[config.mk]
export PLATFORM = sky130hd
export DESIGN_NAME = divu_hilo_unit_flat
export DESIGN_NICKNAME = d
export VERILOG_FILES = /design/src/rtl/divu_hilo_unit_if.sv /design/src/rtl/divu_hilo_unit.sv /design/src/flat_wrapper.sv
export SDC_FILE = /design/constraint.sdc
export NUM_CORES = 1
export LEC_CHECK = 0
export BUFFER_PORTS_ARGS = -buffer_cell sky130_fd_sc_hd__buf_2
export CORE_ASPECT_RATIO = 0.5
export CORE_MARGIN = 1
export CORE_UTILIZATION = 45
export DETAILED_ROUTE_END_ITERATION = 16
export PLACE_DENSITY = 0.65
export SLEW_MARGIN = 20
export SYNTH_ARGS = -nofsm -noshare
export SYNTH_HDL_FRONTEND = slang
export SYNTH_SLANG_ARGS = --single-unit
export TNS_END_PERCENT = 30
[constraint.sdc]
create_clock -name clk -period 6.65 [get_ports clk]
set_input_delay 1.33 -clock clk [delete_from_list [all_inputs] [get_ports clk]]
set_output_delay 1.33 -clock clk [all_outputs]
set_load 0.05 [all_outputs]
[src/rtl/divu_hilo_unit_if.sv]
// Handshake and data bundle between the EX stage and the HI/LO divider.
// The master drives the instruction fields and the slave returns status and HI/LO data.
interface divu_hilo_unit_if #(
    parameter int WIDTH = 32
);
    logic             op_valid;
    logic [1:0]       signal;
    logic [WIDTH-1:0] dividend;
    logic [WIDTH-1:0] divisor;
    logic [WIDTH-1:0] dataOut;
    logic             stall;
    logic             busy;
    logic             done;

    modport master (
        output op_valid, signal, dividend, divisor,
        input  dataOut, stall, busy, done
    );

    modport slave (
        input  op_valid, signal, dividend, divisor,
        output dataOut, stall, busy, done
    );
endinterface

[src/rtl/divu_hilo_unit.sv]
// Restoring unsigned divider with HI/LO registers, one quotient bit per cycle.
// Optional macro DIVU_EARLY_OUT_EN: finish dividend<divisor divides on the issue edge.
module divu_hilo_unit #(
    parameter int WIDTH = 32,
    parameter int CNT_W = 5
) (
    input  logic             clk,
    input  logic             rst,
    divu_hilo_unit_if.slave  io_bus
);
    typedef enum logic {
        S_IDLE = 1'b0,
        S_BUSY = 1'b1
    } state_t;

    state_t           r_state;
    state_t           w_next;
    logic [WIDTH-1:0] r_hi;
    logic [WIDTH-1:0] r_lo;
    logic [WIDTH-1:0] r_rem;
    logic [WIDTH-1:0] r_quo;
    logic [WIDTH-1:0] r_div;
    logic [CNT_W-1:0] r_cnt;
    logic             r_done;

    logic             w_issue;
    logic             w_last;
    logic             w_early;
    logic             w_ge;
    logic [WIDTH:0]   w_rem_sh;
    logic [WIDTH+1:0] w_diff;
    logic [WIDTH-1:0] w_rem_nx;
    logic [WIDTH-1:0] w_quo_nx;

    assign w_issue = (r_state == S_IDLE) && io_bus.op_valid
                   && (io_bus.signal == 2'b00);
    assign w_last  = (r_state == S_BUSY)
                   && (r_cnt == CNT_W'(WIDTH - 1));

`ifdef DIVU_EARLY_OUT_EN
    assign w_early = w_issue && (io_bus.divisor != '0)
                   && (io_bus.dividend < io_bus.divisor);
`else
    assign w_early = 1'b0;
`endif

    // Shifted remainder is WIDTH+1 bits; a non-negative difference that fits
    // in WIDTH bits means the subtract step succeeds.
    assign w_rem_sh = {r_rem, r_quo[WIDTH-1]};
    assign w_diff   = {1'b0, w_rem_sh} - {2'b00, r_div};
    assign w_ge     = (w_diff[WIDTH+1:WIDTH] == 2'b00);
    assign w_rem_nx = w_ge ? w_diff[WIDTH-1:0] : w_rem_sh[WIDTH-1:0];
    assign w_quo_nx = {r_quo[WIDTH-2:0], w_ge};

    always_ff @(posedge clk or posedge rst) begin
        if (rst) begin
            r_state <= S_IDLE;
        end else begin
            r_state <= w_next;
        end
    end

    always_comb begin
        w_next = r_state;
        unique case (r_state)
            S_IDLE: begin
                if (w_issue && !w_early) begin
                    w_next = S_BUSY;
                end
            end
            S_BUSY: begin
                if (w_last) begin
                    w_next = S_IDLE;
                end
            end
            default: w_next = S_IDLE;
        endcase
    end

    always_ff @(posedge clk or posedge rst) begin
        if (rst) begin
            r_hi   <= '0;
            r_lo   <= '0;
            r_rem  <= '0;
            r_quo  <= '0;
            r_div  <= '0;
            r_cnt  <= '0;
            r_done <= 1'b0;
        end else begin
            r_done <= 1'b0;
            if (w_issue) begin
                if (w_early) begin
                    r_lo   <= '0;
                    r_hi   <= io_bus.dividend;
                    r_done <= 1'b1;
                end else begin
                    r_quo <= io_bus.dividend;
                    r_div <= io_bus.divisor;
                    r_rem <= '0;
                    r_cnt <= '0;
                end
            end else if (r_state == S_BUSY) begin
                r_rem <= w_rem_nx;
                r_quo <= w_quo_nx;
                r_cnt <= r_cnt + 1'b1;
                if (w_last) begin
                    r_lo   <= w_quo_nx;
                    r_hi   <= w_rem_nx;
                    r_done <= 1'b1;
                end
            end
        end
    end

    // Only HI/LO ops wait; other instructions flow past a running divide.
    assign io_bus.stall = (r_state == S_BUSY) && io_bus.op_valid
                        && (io_bus.signal != 2'b11);
    assign io_bus.busy  = (r_state == S_BUSY);
    assign io_bus.done  = r_done;

    always_comb begin
        io_bus.dataOut = '0;
        case (io_bus.signal)
            2'b10:   io_bus.dataOut = r_hi;
            2'b01:   io_bus.dataOut = r_lo;
            default: io_bus.dataOut = '0;
        endcase
    end
endmodule

[src/flat_wrapper.sv]
// flat-port wrapper written by rule: the top's interface ports become plain ports
module divu_hilo_unit_flat 
#(
    parameter int WIDTH = 32,
    parameter int CNT_W = 5
)
  (clk, rst, io_bus_op_valid, io_bus_signal, io_bus_dividend, io_bus_divisor, io_bus_dataOut, io_bus_stall, io_bus_busy, io_bus_done);
  divu_hilo_unit_if #(.WIDTH(WIDTH)) io_bus_i ();
  input  logic clk;
  input  logic rst;
  input wire logic [$bits(io_bus_i.op_valid)-1:0] io_bus_op_valid;
  input wire logic [$bits(io_bus_i.signal)-1:0] io_bus_signal;
  input wire logic [$bits(io_bus_i.dividend)-1:0] io_bus_dividend;
  input wire logic [$bits(io_bus_i.divisor)-1:0] io_bus_divisor;
  output wire logic [$bits(io_bus_i.dataOut)-1:0] io_bus_dataOut;
  output wire logic [$bits(io_bus_i.stall)-1:0] io_bus_stall;
  output wire logic [$bits(io_bus_i.busy)-1:0] io_bus_busy;
  output wire logic [$bits(io_bus_i.done)-1:0] io_bus_done;
  assign io_bus_i.op_valid = io_bus_op_valid;
  assign io_bus_i.signal = io_bus_signal;
  assign io_bus_i.dividend = io_bus_dividend;
  assign io_bus_i.divisor = io_bus_divisor;
  assign io_bus_dataOut = io_bus_i.dataOut;
  assign io_bus_stall = io_bus_i.stall;
  assign io_bus_busy = io_bus_i.busy;
  assign io_bus_done = io_bus_i.done;
  divu_hilo_unit #(.WIDTH(WIDTH), .CNT_W(CNT_W)) u_core (.clk(clk), .rst(rst), .io_bus(io_bus_i));
endmodule
Yosys cells after proc, flatten, opt, wreduce, memory -nomap -nowiden
Index checks and enable logic that the tools add are counted.
- $add $sub $neg: 2
- equal/unequal tests: 4
- mux-type cells: 14
- bitwise gates (word level): 2
- reductions and logical operators: 9
- operators with widths (kind ; number):
    32-bit two-way mux ; 5
    32-bit one-hot mux with 2 select lines ; 1
    33-bit by 32-bit subtractor with 34-bit output ; 1
    5-bit two-way mux ; 2
    5-bit by 1-bit adder with 5-bit output (second input constant) ; 1
    5-bit equality test (second input constant) ; 1
    1-bit logical AND ; 5
    1-bit two-way mux ; 5
    2-bit zero test ; 2
    3-bit AND reduction ; 1
    2-bit by 1-bit equality test with 1-bit output (second input constant) ; 1
    2-bit equality test (second input constant) ; 1
    2-bit inequality test (second input constant) ; 1
    1-bit inverter ; 2
    1-bit one-hot mux with 2 select lines ; 1
    2-bit nonzero test ; 1
- bits in registers: 167
- output and inout port bits: 35

Logic depth before layout (Yosys ltp)
Gate-level depths: netlist of run 1.
- depth in word-level cells: 5
- gate-level depth with buffers: 15
- gate-level depth less buffers: 13

Worst setup path after synthesis of run 1
Ideal clock, no wire load.
- kind: in2out
- start point: input port io_bus_signal[1]
- end point: output port io_bus_dataOut[16]
- arrival time: 2.713 ns
- data required time: 5.320 ns
- slack: 2.607 ns
- stages on the path: 5
- cells stage by stage: inv_1 > ha_1 > clkbuf_1 > a22oi_1 > nor2b_1
- word-level cells in the longest chain between the ends: 2
- ends and longest elaborated chain (what ; line ; source):
    from (decl) ; flat_wrapper.sv:12 ; input wire logic [$bits(io_bus_i.signal)-1:0] io_bus_signal;
    2-bit by 1-bit equality test with 1-bit output or 2-bit equality test (tied branches) ; divu_hilo_unit.sv:123 ; case (io_bus.signal)
    32-bit one-hot mux with 2 select lines * ; divu_hilo_unit.sv:123 ;
    to (decl) ; flat_wrapper.sv:15 ; output wire logic [$bits(io_bus_i.dataOut)-1:0] io_bus_dataOut;
Every way passes the cells marked *; elsewhere a longest branch is shown, timed or not.

Worst setup path after layout of run 1
- start point: register u_core.r_quo[31]
- end point: register u_core.r_hi[10]
- word-level cells in the longest chain between the ends: 3
- ends and longest elaborated chain (what ; line ; source):
    from (decl) ; divu_hilo_unit.sv:21 ; logic [WIDTH-1:0] r_quo;
    from (signal assigned) ; divu_hilo_unit.sv:97 ; r_quo <= io_bus.dividend;
    from (signal assigned) ; divu_hilo_unit.sv:104 ; r_quo <= w_quo_nx;
    33-bit by 32-bit subtractor with 34-bit output * ; divu_hilo_unit.sv:50 ; assign w_diff = {1'b0, w_rem_sh} - {2'b00, r_div};
    2-bit zero test ; divu_hilo_unit.sv:51 ; assign w_ge = (w_diff[WIDTH+1:WIDTH] == 2'b00);
    32-bit two-way mux * ; divu_hilo_unit.sv:52 ; assign w_rem_nx = w_ge ? w_diff[WIDTH-1:0] : w_rem_sh[WIDTH-1:0];
    to (signal assigned) ; divu_hilo_unit.sv:94 ; r_hi <= io_bus.dividend;
    to (signal assigned) ; divu_hilo_unit.sv:108 ; r_hi <= w_rem_nx;
    to (decl) ; divu_hilo_unit.sv:18 ; logic [WIDTH-1:0] r_hi;
Marked as above.
A chain may end at the register's enable or synchronous reset.

==> impl_summary.md, run 1 <==
Floorplanning
The floorplan step defined a die boundary enclosing 21350 µm². The placement row count is 36. The core footprint is 19860 µm².

The floorplan step set the die height to 103.8 µm. For this configuration, the core starts out at a cell density of 46.97%. The horizontal die dimension is 205.6 µm. The top-level port count is 104.

Yosys
The combined area of all synthesized cells is 9330 µm². The number of instances in the synthesized netlist is 978. After synthesis, the share of flip-flops with an asynchronous set or reset is 100.0%. The register area share after synthesis is 44.79%. Yosys printed 0 warnings.

Counting every net in the synthesized netlist gives 1086. After synthesis the netlist holds a flip-flop and latch count of 167. The number of synthesized flops with an enable pin is 0. The synthesized netlist contains 65 unique library cells. For this run, the leading register cell type out of synthesis is sky130_fd_sc_hd__dfrtp_1.

Dividing the synthesized area by the synthesized cell count gives 9.540 µm².

Final layout
Leaving out filler cells and counting taps, the final layout contains 1330. The ratio of cells with drive above 1 in the final layout is 19.36%. In the final design database the tool counted 1159 nets. The area added between synthesis and finish is 14.04%. 0 antenna diodes ended up in the layout. The sequential cells in the finished layout cover a total of 4180 µm².

In the final layout, the multi-input gates occupy 4693 µm². The filler cell count in the final layout is 1817.

STA
Setup violations remaining at the end of the flow were counted as 0. Setup repair after global routing left no endpoint under its margin. The count of pins over their slew limit is 0. The headroom to the max-slew limit is 28.54%. The transition at the pin with the smallest max-transition slack is 1.065 ns. The final worst hold slack is 0.4831 ns.

The clock skew after layout is 0.01178 ns. Derived from the worst setup path, the maximum achievable clock frequency is 238.3 MHz. The number of hold-slack violations in the final timing report is 0.

For the final routed database, the setup TNS stands at 0 ns. The shortest clock period the worst path allows after layout is 4.196 ns. The worst path uses 63.09% of the clock period.

Detailed routing
The detailed-router iteration count before antenna repair is 5. The antenna violation net count after detailed routing is 0. In the routed design, unresolved DRC markers number 0.

The final route contains 7289 vias. The via density per instance is 5.480. After detailed routing, the average wire length per cell comes to 17.32 µm.

The post-detailed-routing wire length is 23040 µm. In this run, the number of DRC markers left after iteration 0 of detailed routing was 723.

Clocking
Gates resized during post-CTS repair numbered 0. Buffers added to address setup during post-CTS repair amount to 0. The clock root buffer master is sky130_fd_sc_hd__clkbuf_16. The H-tree was split into 4 levels. The TritonCTS clock tree is built. The clock slew seen by the registers of the worst setup and hold paths is 0.07 ns. The CTS buffer count is 17. CTS saw 167 sinks.

For this design, the CTS-stage hold fixing added 0 buffers. Counting along the longest clock path gives a buffer depth of 2. At the later pin of the worst-skew pair, clock insertion delay measures 0.44 ns.

Hold path
The cell count of the worst hold path is 2. The endpoint with the worst hold slack is u_core.r_lo[0]$_DFFE_PP0P_. The start point of the worst min-delay path is u_core.r_lo[0]$_DFFE_PP0P_.

The worst min-delay path class is flip-flop to flip-flop.

Global route
For this run the aggregate overflow at the end of global routing stands at 0. The first global-routing pass estimated 37630 µm of wire. Entering global routing, the biggest net connects 112 pins. Global routing used 22.66% of the available tracks. The via count of the first global-routing pass is 6926. The initial antenna violation count was 0.

Critical path
The required time at the endpoint of the critical path is 6.93 ns. The endpoint class of the critical path is a flip-flop. The endpoint arrival time on the critical path is 4.47 ns.

Measured in cells, the most critical reg-to-reg path has a length of 14. The critical path in this run is classified as flip-flop to flip-flop. In this run the critical register-to-register path is launched from u_core.r_quo[31]$_DFFE_PP0P_. The kind of start point of the critical path is a flip-flop. The worst setup slack for register-to-register paths is 2.45 ns. In this run the worst path has a maximum fanout of 21.

The worst register-to-register path ends at u_core.r_hi[10]$_DFFE_PP0P_.

Status
The flow ran to the end, and the final reports show no timing, DRC or antenna violations.

Placement
The congestion estimate from routability-driven global placement came to 0.8642. Once detailed placement completed, the half-perimeter wirelength came to 16030 µm. During placement, the flow inserted port buffers numbering 103.

Counting tap cells, the placed design contains a total of 1298 instances.

Flow run
The max-cap violation count is 0.
[routing by layer]
layer | vias up | track usage, % | part of all wire, %
li1 | 3536 | - | -
met1 | 3565 | 35.08 | 52
met2 | 173 | 31.96 | 42
met3 | 15 | 4.657 | 4.8
met4 | 0 | 5.291 | 0.86
met5 | - | 0 | 0
[sequential cells by signal, indices dropped and copies added (netlist names)]
name / flops
u_core.r_div: 32
u_core.r_hi: 32
u_core.r_lo: 32
u_core.r_quo: 32
u_core.r_rem: 32
u_core.r_cnt: 5
u_core.io_bus.busy: 1
u_core.io_bus.done: 1
[synth_stat cells, types with 4 or more instances]
cell                       instances  share of area [%]
sky130_fd_sc_hd__a21o_1           11               0.89
sky130_fd_sc_hd__dfrtp_1         167                 45
sky130_fd_sc_hd__o21a_1            7               0.56
sky130_fd_sc_hd__ha_1             38                5.1
sky130_fd_sc_hd__nand2_1         192                7.7
sky130_fd_sc_hd__a22oi_1          32                2.6
sky130_fd_sc_hd__a21oi_2           4               0.38
sky130_fd_sc_hd__inv_1            43                1.7
sky130_fd_sc_hd__o21ai_1          56                3.0
sky130_fd_sc_hd__nor2b_1          34                2.3
sky130_fd_sc_hd__a31oi_1           6               0.40
sky130_fd_sc_hd__buf_1             6               0.24
sky130_fd_sc_hd__mux2i_1          63                6.8
sky130_fd_sc_hd__buf_12            4               0.86
sky130_fd_sc_hd__nor3_1            5               0.27
sky130_fd_sc_hd__nor2_1           12               0.48
sky130_fd_sc_hd__nand3_1          41                2.2
sky130_fd_sc_hd__o21ai_0          55                3.0
sky130_fd_sc_hd__clkbuf_1         41                1.6
sky130_fd_sc_hd__mux2_2           33                4.0
sky130_fd_sc_hd__xor2_1           14                1.3
sky130_fd_sc_hd__a21oi_1          30                1.6
sky130_fd_sc_hd__xnor2_1          17                1.6
[how the worst max path moves through the flow]
stage / end / from / slack (ns)
global placement: io_bus_dataOut[23] / io_bus_signal[0] / 2.21
detailed placement: io_bus_dataOut[23] / io_bus_signal[0] / 2.13
CTS: io_bus_dataOut[23] / io_bus_signal[0] / 2.13
finish: u_core.r_hi[10]$_DFFE_PP0P_ / u_core.r_quo[31]$_DFFE_PP0P_ / 2.45
floorplan: u_core.io_bus.busy$_DFF_PP0_ / rst / 0.80
global route: u_core.r_hi[18]$_DFFE_PP0P_ / u_core.r_quo[31]$_DFFE_PP0P_ / 2.26
[kinds of logic (layout without fill, tap and decap cells)]
| logic type | Yosys count | count (layout) | share of synthesized area, % |
|---|---|---|---|
| multiplexers | 97 | 97 | 10.90 |
| flip-flops | 167 | 167 | 44.79 |
| adder cells (fa/ha/maj) | 39 | 39 | 5.310 |
| AND/OR/NAND/NOR | 308 | 308 | 15.19 |
| XOR/XNOR | 31 | 31 | 2.910 |
| buffers and inverters | 101 | 187 | 4.989 |
| AO/OA/AOI/OAI | 235 | 235 | 15.90 |
[worst max-delay path: stages, from the launching register on]
cell                       delay (ns)
sky130_fd_sc_hd__dfrtp_1         0.39
sky130_fd_sc_hd__inv_1           0.13
sky130_fd_sc_hd__ha_1            0.23
sky130_fd_sc_hd__inv_1           0.07
sky130_fd_sc_hd__fa_1            0.43
sky130_fd_sc_hd__a211oi_1        0.32
sky130_fd_sc_hd__o21a_1          0.19
sky130_fd_sc_hd__a21oi_2         0.09
sky130_fd_sc_hd__a21oi_2         0.22
sky130_fd_sc_hd__a21oi_2         0.13
sky130_fd_sc_hd__xor2_1          0.20
sky130_fd_sc_hd__nor2b_4         0.51
sky130_fd_sc_hd__buf_4           0.46
sky130_fd_sc_hd__mux2i_1         0.54
sky130_fd_sc_hd__o21ai_1         0.10
[layout make-up]
cell class	count	share of cell area (%)
sequential	167	39.29
inverter	44	1.623
clock inverter	15	2.446
multi-input combinational	710	44.11
clock buffer	17	3.998
timing repair buffer	111	5.409
tap	266	3.128
[through the flow]
stage | utilization [%] | setup WS (ns) | cell area [µm²]
3_3_place_gp | 50.09 | 2.206 | 9950
6_report | 53.57 | 2.454 | 10640
5_1_grt | 53.57 | 2.260 | 10640
4_1_cts | 53.54 | 2.129 | 10640
2_1_floorplan | - | 0.8016 | 9330
3_5_place_dp | 50.09 | 2.129 | 9950
[layout by cell type, fill, tap and decap left out, drive strengths merged, types with 3 or more instances in the layout]
cell type  instances
xnor2             17
clkinv             5
ha                38
a211oi             3
buf              111
and3               7
inv               48
o22ai              3
o21ai            113
mux2              34
a21o              11
nor2b             37
and4               3
a31oi              7
nand4              3
nand3             41
or3                3
nand2            192
mux2i             63
clkbuf            17
dfrtp            167
nor3               5
a21oi             34
xor2              14
nor2              12
a22oi             32
o21a               7
a21boi             3
o21bai             3
bufinv             6
Power of run 1 is left out: the tool's default activity adds up to more than one toggle a clock period on the data nets, which glitch-free logic cannot reach.
==> inputs of run 2 (changes only) <==
--- a/config.mk
+++ b/config.mk
@@ -10,7 +10,7 @@
 export CORE_MARGIN = 1
 export CORE_UTILIZATION = 45
 export DETAILED_ROUTE_END_ITERATION = 16
-export PLACE_DENSITY = 0.65
+export PLACE_DENSITY = 0.67
 export SLEW_MARGIN = 20
 export SYNTH_ARGS = -nofsm -noshare
 export SYNTH_HDL_FRONTEND = slang
==> constraint.sdc (replaced) <==
create_clock -name clk -period 3.6 [get_ports clk]
set_input_delay 0.72 -clock clk [delete_from_list [all_inputs] [get_ports clk]]
set_output_delay 0.72 -clock clk [all_outputs]
set_load 0.05 [all_outputs]
==> run 2 against run 1 <==
Net effect:
- via count rose by 2.2%
- global-route usage up 0.66 points
- clock skew grew 0.0039 ns
- critical endpoint is now u_core.r_hi[3]$_DFFE_PP0P_
==> impl_summary.md, run 2 (synthesis results as in run 1) <==
Status
The flow ran to the end, and the final reports show no timing, DRC or antenna violations.

STA
The clock skew after layout came to 0.01565 ns (+0.003871 ns). The minimum setup slack in the final design is 0.2775 ns (-2.177 ns). The number of endpoints failing setup at the final stage is 0 (unchanged).

The number of hold-slack violations in the final timing report was 0 (unchanged). The final critical-path share of the clock period is 92.29% (+29 points). The peak clock frequency supported by timing was 301.0 MHz (+26%). The headroom to the max-slew limit is 33.55% (+5.0 points).

The setup TNS is 0 ns (unchanged). Setup repair after global routing left no endpoint under its margin. The count of pins over their slew limit is 0 (unchanged). The shortest clock period the worst path allows after layout came to 3.322 ns (-0.8733 ns). The transition at the pin with the smallest max-transition slack is 0.9967 ns (-0.06860 ns).

Critical path
Traced cell by cell, the critical path runs through inv_1 > ha_1 > inv_1 > fa_1 > a211oi_2 > o21a_1 > a21oi_2 > a21oi_2 > a21oi_2 > xor2_1 > nor2b_4 > buf_12 > mux2i_1 > o21ai_1. The endpoint arrival time on the critical path is 3.61 ns (-0.86 ns). The highest cell delay on the worst timing path came to 0.44 ns (-0.10 ns).

STA classifies the critical path startpoint as a flip-flop. In this design, the critical path's most frequently occurring cell is sky130_fd_sc_hd__a21oi_2. The category of the critical setup timing path is flip-flop to flip-flop.

The required time at the endpoint of the critical path is 3.89 ns (-3.04 ns). For this design, the slowest cell found on the critical path is sky130_fd_sc_hd__fa_1. The worst setup path is captured at a flip-flop. The highest net fanout along the worst path is 23 (+9.5%).

Final layout
The final layout net count was 1170 (+0.95%). The ratio of cells with drive above 1 in the final layout is 20.09% (+0.73 points). The filler cell count in the final layout was 1783 (-1.9%). Compared with the post-synthesis result, the final layout area differs by 14.75%. The library cells used most frequently in the layout, excluding fill and tap cells, are 190 x sky130_fd_sc_hd__nand2_1, 166 x sky130_fd_sc_hd__dfrtp_1, 103 x sky130_fd_sc_hd__buf_2, 63 x sky130_fd_sc_hd__mux2i_1, 56 x sky130_fd_sc_hd__o21ai_1. The library cell used most frequently in the layout, excluding fill and tap cells, is sky130_fd_sc_hd__nand2_1.

The count of antenna diodes in the layout is 0 (unchanged).

Detailed routing
The post-detailed-routing wire length is 23660 µm (+2.7%). The DRC marker count from the first detailed-route iteration was 662 (-8.4%). The met3 wirelength from detailed routing was 1762 µm (+58%). The via density per instance is 5.557 (+1.4%).

The detailed-routed wire length on met2 is 10070 µm (+2.9%). The met1 layer wirelength in the final routing is 11590 µm (-3.0%). Signal routing reaches up to met4.

The per-cell routed wire length is 17.64 µm (+1.8%). The overall via count from detail_route is 7452 (+2.2%). The total DRC errors in the routed layout is 0 (unchanged). The detailed-router iteration count before antenna repair came to 6 (+1). The antenna violation net count after detailed routing is 0 (unchanged).

Clocking
The number of sinks handled by clock tree synthesis came to 167 (unchanged). The maximum buffer depth of the clock tree is 2 (unchanged). The H-tree level count is 4 (unchanged). The clock slew seen by the registers of the worst setup and hold paths came to 0.07 ns (about the same). The clock root buffer master is sky130_fd_sc_hd__clkbuf_16.

The clock latency on the worst-skew pair is 0.44 ns (about the same). The number of hold-repair buffers added at the cts stage is 0 (unchanged). The CTS buffer count is 17 (unchanged).

The TritonCTS clock tree is built. The post-CTS repair timing setup buffer count is 0 (unchanged).

Power and ir drop
The ratio of total power to cell area is 1205 nW/µm². Total power for the finished layout comes to 12.90 mW. For this design the static power due to leakage is 5.181 nW.

IR analysis of the VDD net gives a maximum drop of 0.0006846 V.

Global route
The total congestion overflow came to 0 (unchanged). The maximum number of pins on one net before global-route repair was 97 (-13%). The total track usage is 23.32% (+0.66 points).

The initial antenna violation count is 0 (unchanged). The wire length of the first global-routing pass is 38850 µm (+3.3%). The via count of the first global-routing pass is 7257 (+4.8%).

Placement
The half-perimeter wire length of the detailed placement result is 16640 µm (+3.8%). The final estimated routing congestion in global placement is 0.8798 (+1.8%). The count of buffers inserted at the top-level ports is 103 (unchanged).

The setup slack at placement is 0.3089 ns (-1.820 ns).

Floorplanning
The horizontal die dimension is 205.6 µm (unchanged). The top-level port count was 104 (unchanged). The initial core utilization came to 46.97% (unchanged). The height of the chip is 103.8 µm (unchanged). The core footprint was 19860 µm² (unchanged). The full die area is 21350 µm² (unchanged).

The placement row count is 36 (unchanged).

Hold path
The worst min-delay path class is input pin to async pin.

Flow run
The max-cap violation count is 0 (unchanged).
## run 2: cell types whose count changed in the layout (fill, tap and decap cells not counted), sizes merged
cell and change:
buf +11, clkinvlp +5, inv -3, bufinv -3, clkbuf +3, clkinv -2
## run 2: report_power, final
part | switching [mW] | total (mW) | internal, mW
combinational | 4.28 | 7.36 | 3.08
sequential | 0.772 | 3.59 | 2.82
clock | 0.811 | 1.95 | 1.14
## run 2: routing by layer
layer,GRT usage [%],vias to the layer above
met5,0,-
met3,6.482,27
met4,5.873,0
li1,-,3567
met1,34.86,3632
met2,32.88,226
## run 2: area by class of cell
type	count	area [µm²]	area share (%)
multi-input cells	710	4696	43.86
flip-flops and latches	167	4180	39.04
repair buffers	122	708.2	6.614
clock buffers	20	456.7	4.266
well taps	266	332.8	3.109
inverters	44	168.9	1.578
clock inverters	12	163.9	1.531
## run 2: path summary, 6_finish.rpt
path                                                    from                            to  slack [ns]  depth (start not counted)
worst max register to register  u_core.r_quo[31]$_DFFE_PP0P_    u_core.r_hi[3]$_DFFE_PP0P_        0.28                         14
worst min-delay path                                     rst  u_core.r_quo[20]$_DFFE_PP0P_        0.47                          2
worst min register to register   u_core.r_hi[16]$_DFFE_PP0P_   u_core.r_hi[16]$_DFFE_PP0P_        0.48                          2
min in group clk                 u_core.r_hi[16]$_DFFE_PP0P_   u_core.r_hi[16]$_DFFE_PP0P_        0.48                          2
worst max-delay path            u_core.r_quo[31]$_DFFE_PP0P_    u_core.r_hi[3]$_DFFE_PP0P_        0.28                         14
max in group asynchronous                                rst   u_core.r_hi[12]$_DFFE_PP0P_        2.35                          3
## run 2: per-stage QoR
stage	instance area (µm²)	utilization, %	hold slack (ns)	cells
after detailed placement	10080	50.75	0.4684	1309
after CTS	10700	53.87	0.4859	1341
after floorplan	9334	-	0.4462	978
final	10710	53.90	0.4721	1341
after global routing	10710	53.90	0.4892	1341
after global placement	10080	50.75	0.4615	1309
## run 2: worst max-delay path: cells and delay by family, from the launching register on
family,cells,cell delay (ns)
buf+inv,3,0.37
simple gates,1,0.30
flops,1,0.38
compound gates,6,0.97
xor+xnor,1,0.20
mux,1,0.31
fa+ha+maj,2,0.61
## run 2: what timing repair did
item | 4_1_cts | 5_1_grt
gates resized for setup | 0 | 1
endpoints found under the hold margin | 0 | 0
setup endpoints to repair | 0 | 1
Note: power is estimated with default switching activity, not from simulation.
==> inputs of run 3 (changes only) <==
--- a/config.mk
+++ b/config.mk
@@ -11,7 +11,7 @@
 export CORE_UTILIZATION = 45
 export DETAILED_ROUTE_END_ITERATION = 16
 export PLACE_DENSITY = 0.67
-export SLEW_MARGIN = 20
+export SLEW_MARGIN = 10
 export SYNTH_ARGS = -nofsm -noshare
 export SYNTH_HDL_FRONTEND = slang
 export SYNTH_SLANG_ARGS = --single-unit
==> constraint.sdc (replaced) <==
create_clock -name clk -period 3.6 [get_ports clk]
set_input_delay 0.18 -clock clk [delete_from_list [all_inputs] [get_ports clk]]
set_output_delay 0.18 -clock clk [all_outputs]
set_load 0.05 [all_outputs]
==> run 3 against run 2 <==
Net effect:
- the run now ends with negative hold slack left
- core utilization up 1.2 points
- worst setup slack better by 0.0016 ns
- design area up 2.2%
- critical path depth unchanged
- clock power about the same
- sequential cell count unchanged
- critical endpoint is now u_core.r_hi[1]$_DFFE_PP0P_
==> impl_summary.md, run 3 (synthesis results as in run 1) <==
Status
The run finished, with violations left. The final reports fail on negative hold slack.

Power and ir drop
The ratio of total power to cell area was 1177 nW/µm² (-2.3%). The worst ir drop on vdd is 0.0008692 V (+27%). The static power due to leakage is 5.284 nW (+2.0%). The final total power is 12.89 mW (-0.13%).

Clocking
The clock slew seen by the registers of the worst setup and hold paths is 0.07 ns (about the same). The number of sinks handled by clock tree synthesis is 167 (unchanged). The H-tree level count is 4 (unchanged). The maximum buffer depth of the clock tree was 2 (unchanged).

The post-CTS repair timing setup buffer count is 0 (unchanged). The number of gates given a new drive strength after cts came to 0 (unchanged). The clock latency on the worst-skew pair was 0.44 ns (about the same).

TritonCTS built the clock tree. Clock tree synthesis selected as its root buffer the cell sky130_fd_sc_hd__clkbuf_16. The CTS buffer count is 17 (unchanged).

Floorplanning
The core footprint is 19860 µm² (unchanged). The initial core utilization was 46.97% (unchanged). The horizontal die dimension is 205.6 µm (unchanged). The top-level port count is 104 (unchanged). The full die area is 21350 µm² (unchanged).

The placement row count is 36 (unchanged). The height of the chip was 103.8 µm (unchanged).

Detailed routing
The DRC marker count from the first detailed-route iteration is 665 (+0.45%). The via density per instance was 5.458 (-1.8%). The overall via count from detail_route is 7466 (+0.19%). The per-cell routed wire length is 17.39 µm (-1.4%). The detailed-router iteration count before antenna repair is 5 (-1). The total DRC errors in the routed layout is 0 (unchanged).

The antenna violation net count after detailed routing is 0 (unchanged). The post-detailed-routing wire length came to 23790 µm (+0.54%).

Final layout
The ratio of cells with drive above 1 in the final layout is 19.15% (-0.95 points). Leaving out fill and tap cells, the most frequent cell in the layout is sky130_fd_sc_hd__nand2_1. The final layout net count is 1197 (+2.3%). The area growth from synthesis to layout is 17.30%. The final cell utilization of the core is 55.10% (+1.2 points).

The area of all placed cells without fillers is 10940 µm² (+2.2%). The number of standard cells in the layout, taps in and fillers out is 1368 (+2.0%). The count of antenna diodes in the layout is 0 (unchanged). In the layout the commonest cells are 190 x sky130_fd_sc_hd__nand2_1, 166 x sky130_fd_sc_hd__dfrtp_1, 103 x sky130_fd_sc_hd__buf_2, 63 x sky130_fd_sc_hd__mux2i_1, 56 x sky130_fd_sc_hd__o21ai_1.

STA
The number of endpoints failing setup at the final stage is 0 (unchanged). The transition at the pin with the smallest max-transition slack was 1.025 ns (+0.02854 ns). Setup repair after global routing left no endpoint under its margin.

The count of pins over their slew limit is 0 (unchanged). The shortest clock period the worst path allows after layout is 3.321 ns (-0.001602 ns). The final worst hold slack was -0.04163 ns (-0.5137 ns). The number of hold-slack violations in the final timing report is 22 (+22). The minimum setup slack in the final design was 0.2791 ns (+0.001602 ns). The setup TNS is 0 ns (unchanged). The headroom to the max-slew limit is 31.65% (-1.9 points). The clock skew after layout is 0.01085 ns (-0.004805 ns). The final critical-path share of the clock period is 92.25% (about the same). The peak clock frequency supported by timing is 301.1 MHz (about the same).

Global route
The total track usage is 23.36% (+0.038 points). The initial antenna violation count is 0 (unchanged). The maximum number of pins on one net before global-route repair is 168 (+73%). The via count of the first global-routing pass is 7313 (+0.77%). The total congestion overflow came to 0 (unchanged). The wire length of the first global-routing pass came to 39010 µm (+0.39%).

Critical path
In this run the critical register-to-register path is captured at u_core.r_hi[1]$_DFFE_PP0P_. The worst reg2reg path startpoint is u_core.r_quo[31]$_DFFE_PP0P_. The worst setup path is captured at a flip-flop. The worst setup slack for register-to-register paths is 0.28 ns (about the same).

STA classifies the critical path startpoint as a flip-flop. The highest net fanout along the worst path is 23 (unchanged). The count of cells along the worst register-to-register path is 14 (unchanged). The endpoint arrival time on the critical path came to 3.60 ns (about the same). The category of the critical setup timing path is flip-flop to flip-flop.

The required time at the endpoint of the critical path is 3.88 ns (about the same).

Placement
The setup slack at placement is 0.3629 ns (+0.05393 ns). The count of buffers inserted at the top-level ports is 103 (unchanged). The cell count after placement is 1305 (-0.31%). The half-perimeter wire length of the detailed placement result was 16260 µm (-2.3%). The cell area reported after detailed placement came to 10030 µm² (-0.55%). The final estimated routing congestion in global placement came to 0.8817 (+0.22%).

Flow run
The max-cap violation count is 0 (unchanged).

Hold path
The worst min-delay path class is input pin to async pin.
==> run 3: worst max path at each step <==
| stage | startpoint | to | cells past startpoint |
|---|---|---|---|
| after detailed placement | u_core.r_quo[31]$_DFFE_PP0P_ | u_core.r_rem[25]$_DFFE_PP0P_ | 14 |
| after CTS | u_core.r_quo[31]$_DFFE_PP0P_ | u_core.r_rem[25]$_DFFE_PP0P_ | 14 |
| final | u_core.r_quo[31]$_DFFE_PP0P_ | u_core.r_hi[1]$_DFFE_PP0P_ | 14 |
| after global placement | u_core.r_quo[31]$_DFFE_PP0P_ | u_core.r_hi[0]$_DFFE_PP0P_ | 14 |
| after global routing | u_core.r_quo[31]$_DFFE_PP0P_ | u_core.r_hi[1]$_DFFE_PP0P_ | 14 |
| after floorplan | u_core.r_quo[31]$_DFFE_PP0P_ | u_core.r_rem[7]$_DFFE_PP0P_ | 15 |
==> run 3: cell type report <==
type                       instances  area, µm²
multi-input combinational        710       4691
clock inverter                    14      178.9
tap                              266      332.8
timing repair buffer             149      963.4
inverter                          44      168.9
fill                            1722       8920
clock buffer                      18      429.2
sequential                       167       4180
==> run 3: critical path: stages (launching register included) <==
cell and delay (ns):
sky130_fd_sc_hd__dfrtp_1 0.38, sky130_fd_sc_hd__inv_1 0.07, sky130_fd_sc_hd__ha_1 0.18, sky130_fd_sc_hd__inv_1 0.06
sky130_fd_sc_hd__fa_1 0.42, sky130_fd_sc_hd__a211oi_1 0.32, sky130_fd_sc_hd__o21a_1 0.20, sky130_fd_sc_hd__a21oi_2 0.09
sky130_fd_sc_hd__a21oi_2 0.19, sky130_fd_sc_hd__a21oi_2 0.11, sky130_fd_sc_hd__xor2_1 0.18, sky130_fd_sc_hd__nor2b_4 0.30
sky130_fd_sc_hd__buf_12 0.25, sky130_fd_sc_hd__mux2i_1 0.30, sky130_fd_sc_hd__o21ai_1 0.09
==> run 3: power by group <==
part / switching (mW) / internal, mW / total (mW)
clock network: 0.862 / 1.06 / 1.92
registers: 0.754 / 2.82 / 3.57
logic: 4.30 / 3.09 / 7.40
==> run 3: timing repair <==
action | 4_1_cts | 5_1_grt
endpoints found under the setup margin | 0 | 0
hold buffers | 31 | 0
endpoints found under the hold margin | 31 | 0
==> run 3: metal layers <==
metal / vias up / wire (µm) / global-route usage [%]
li1: 3624 / - / -
met1: 3687 / 12220 / 35.34
met2: 137 / 10210 / 34.01
met3: 18 / 1139 / 5.003
met4: 0 / 214 / 4.921
met5: - / 0 / 0
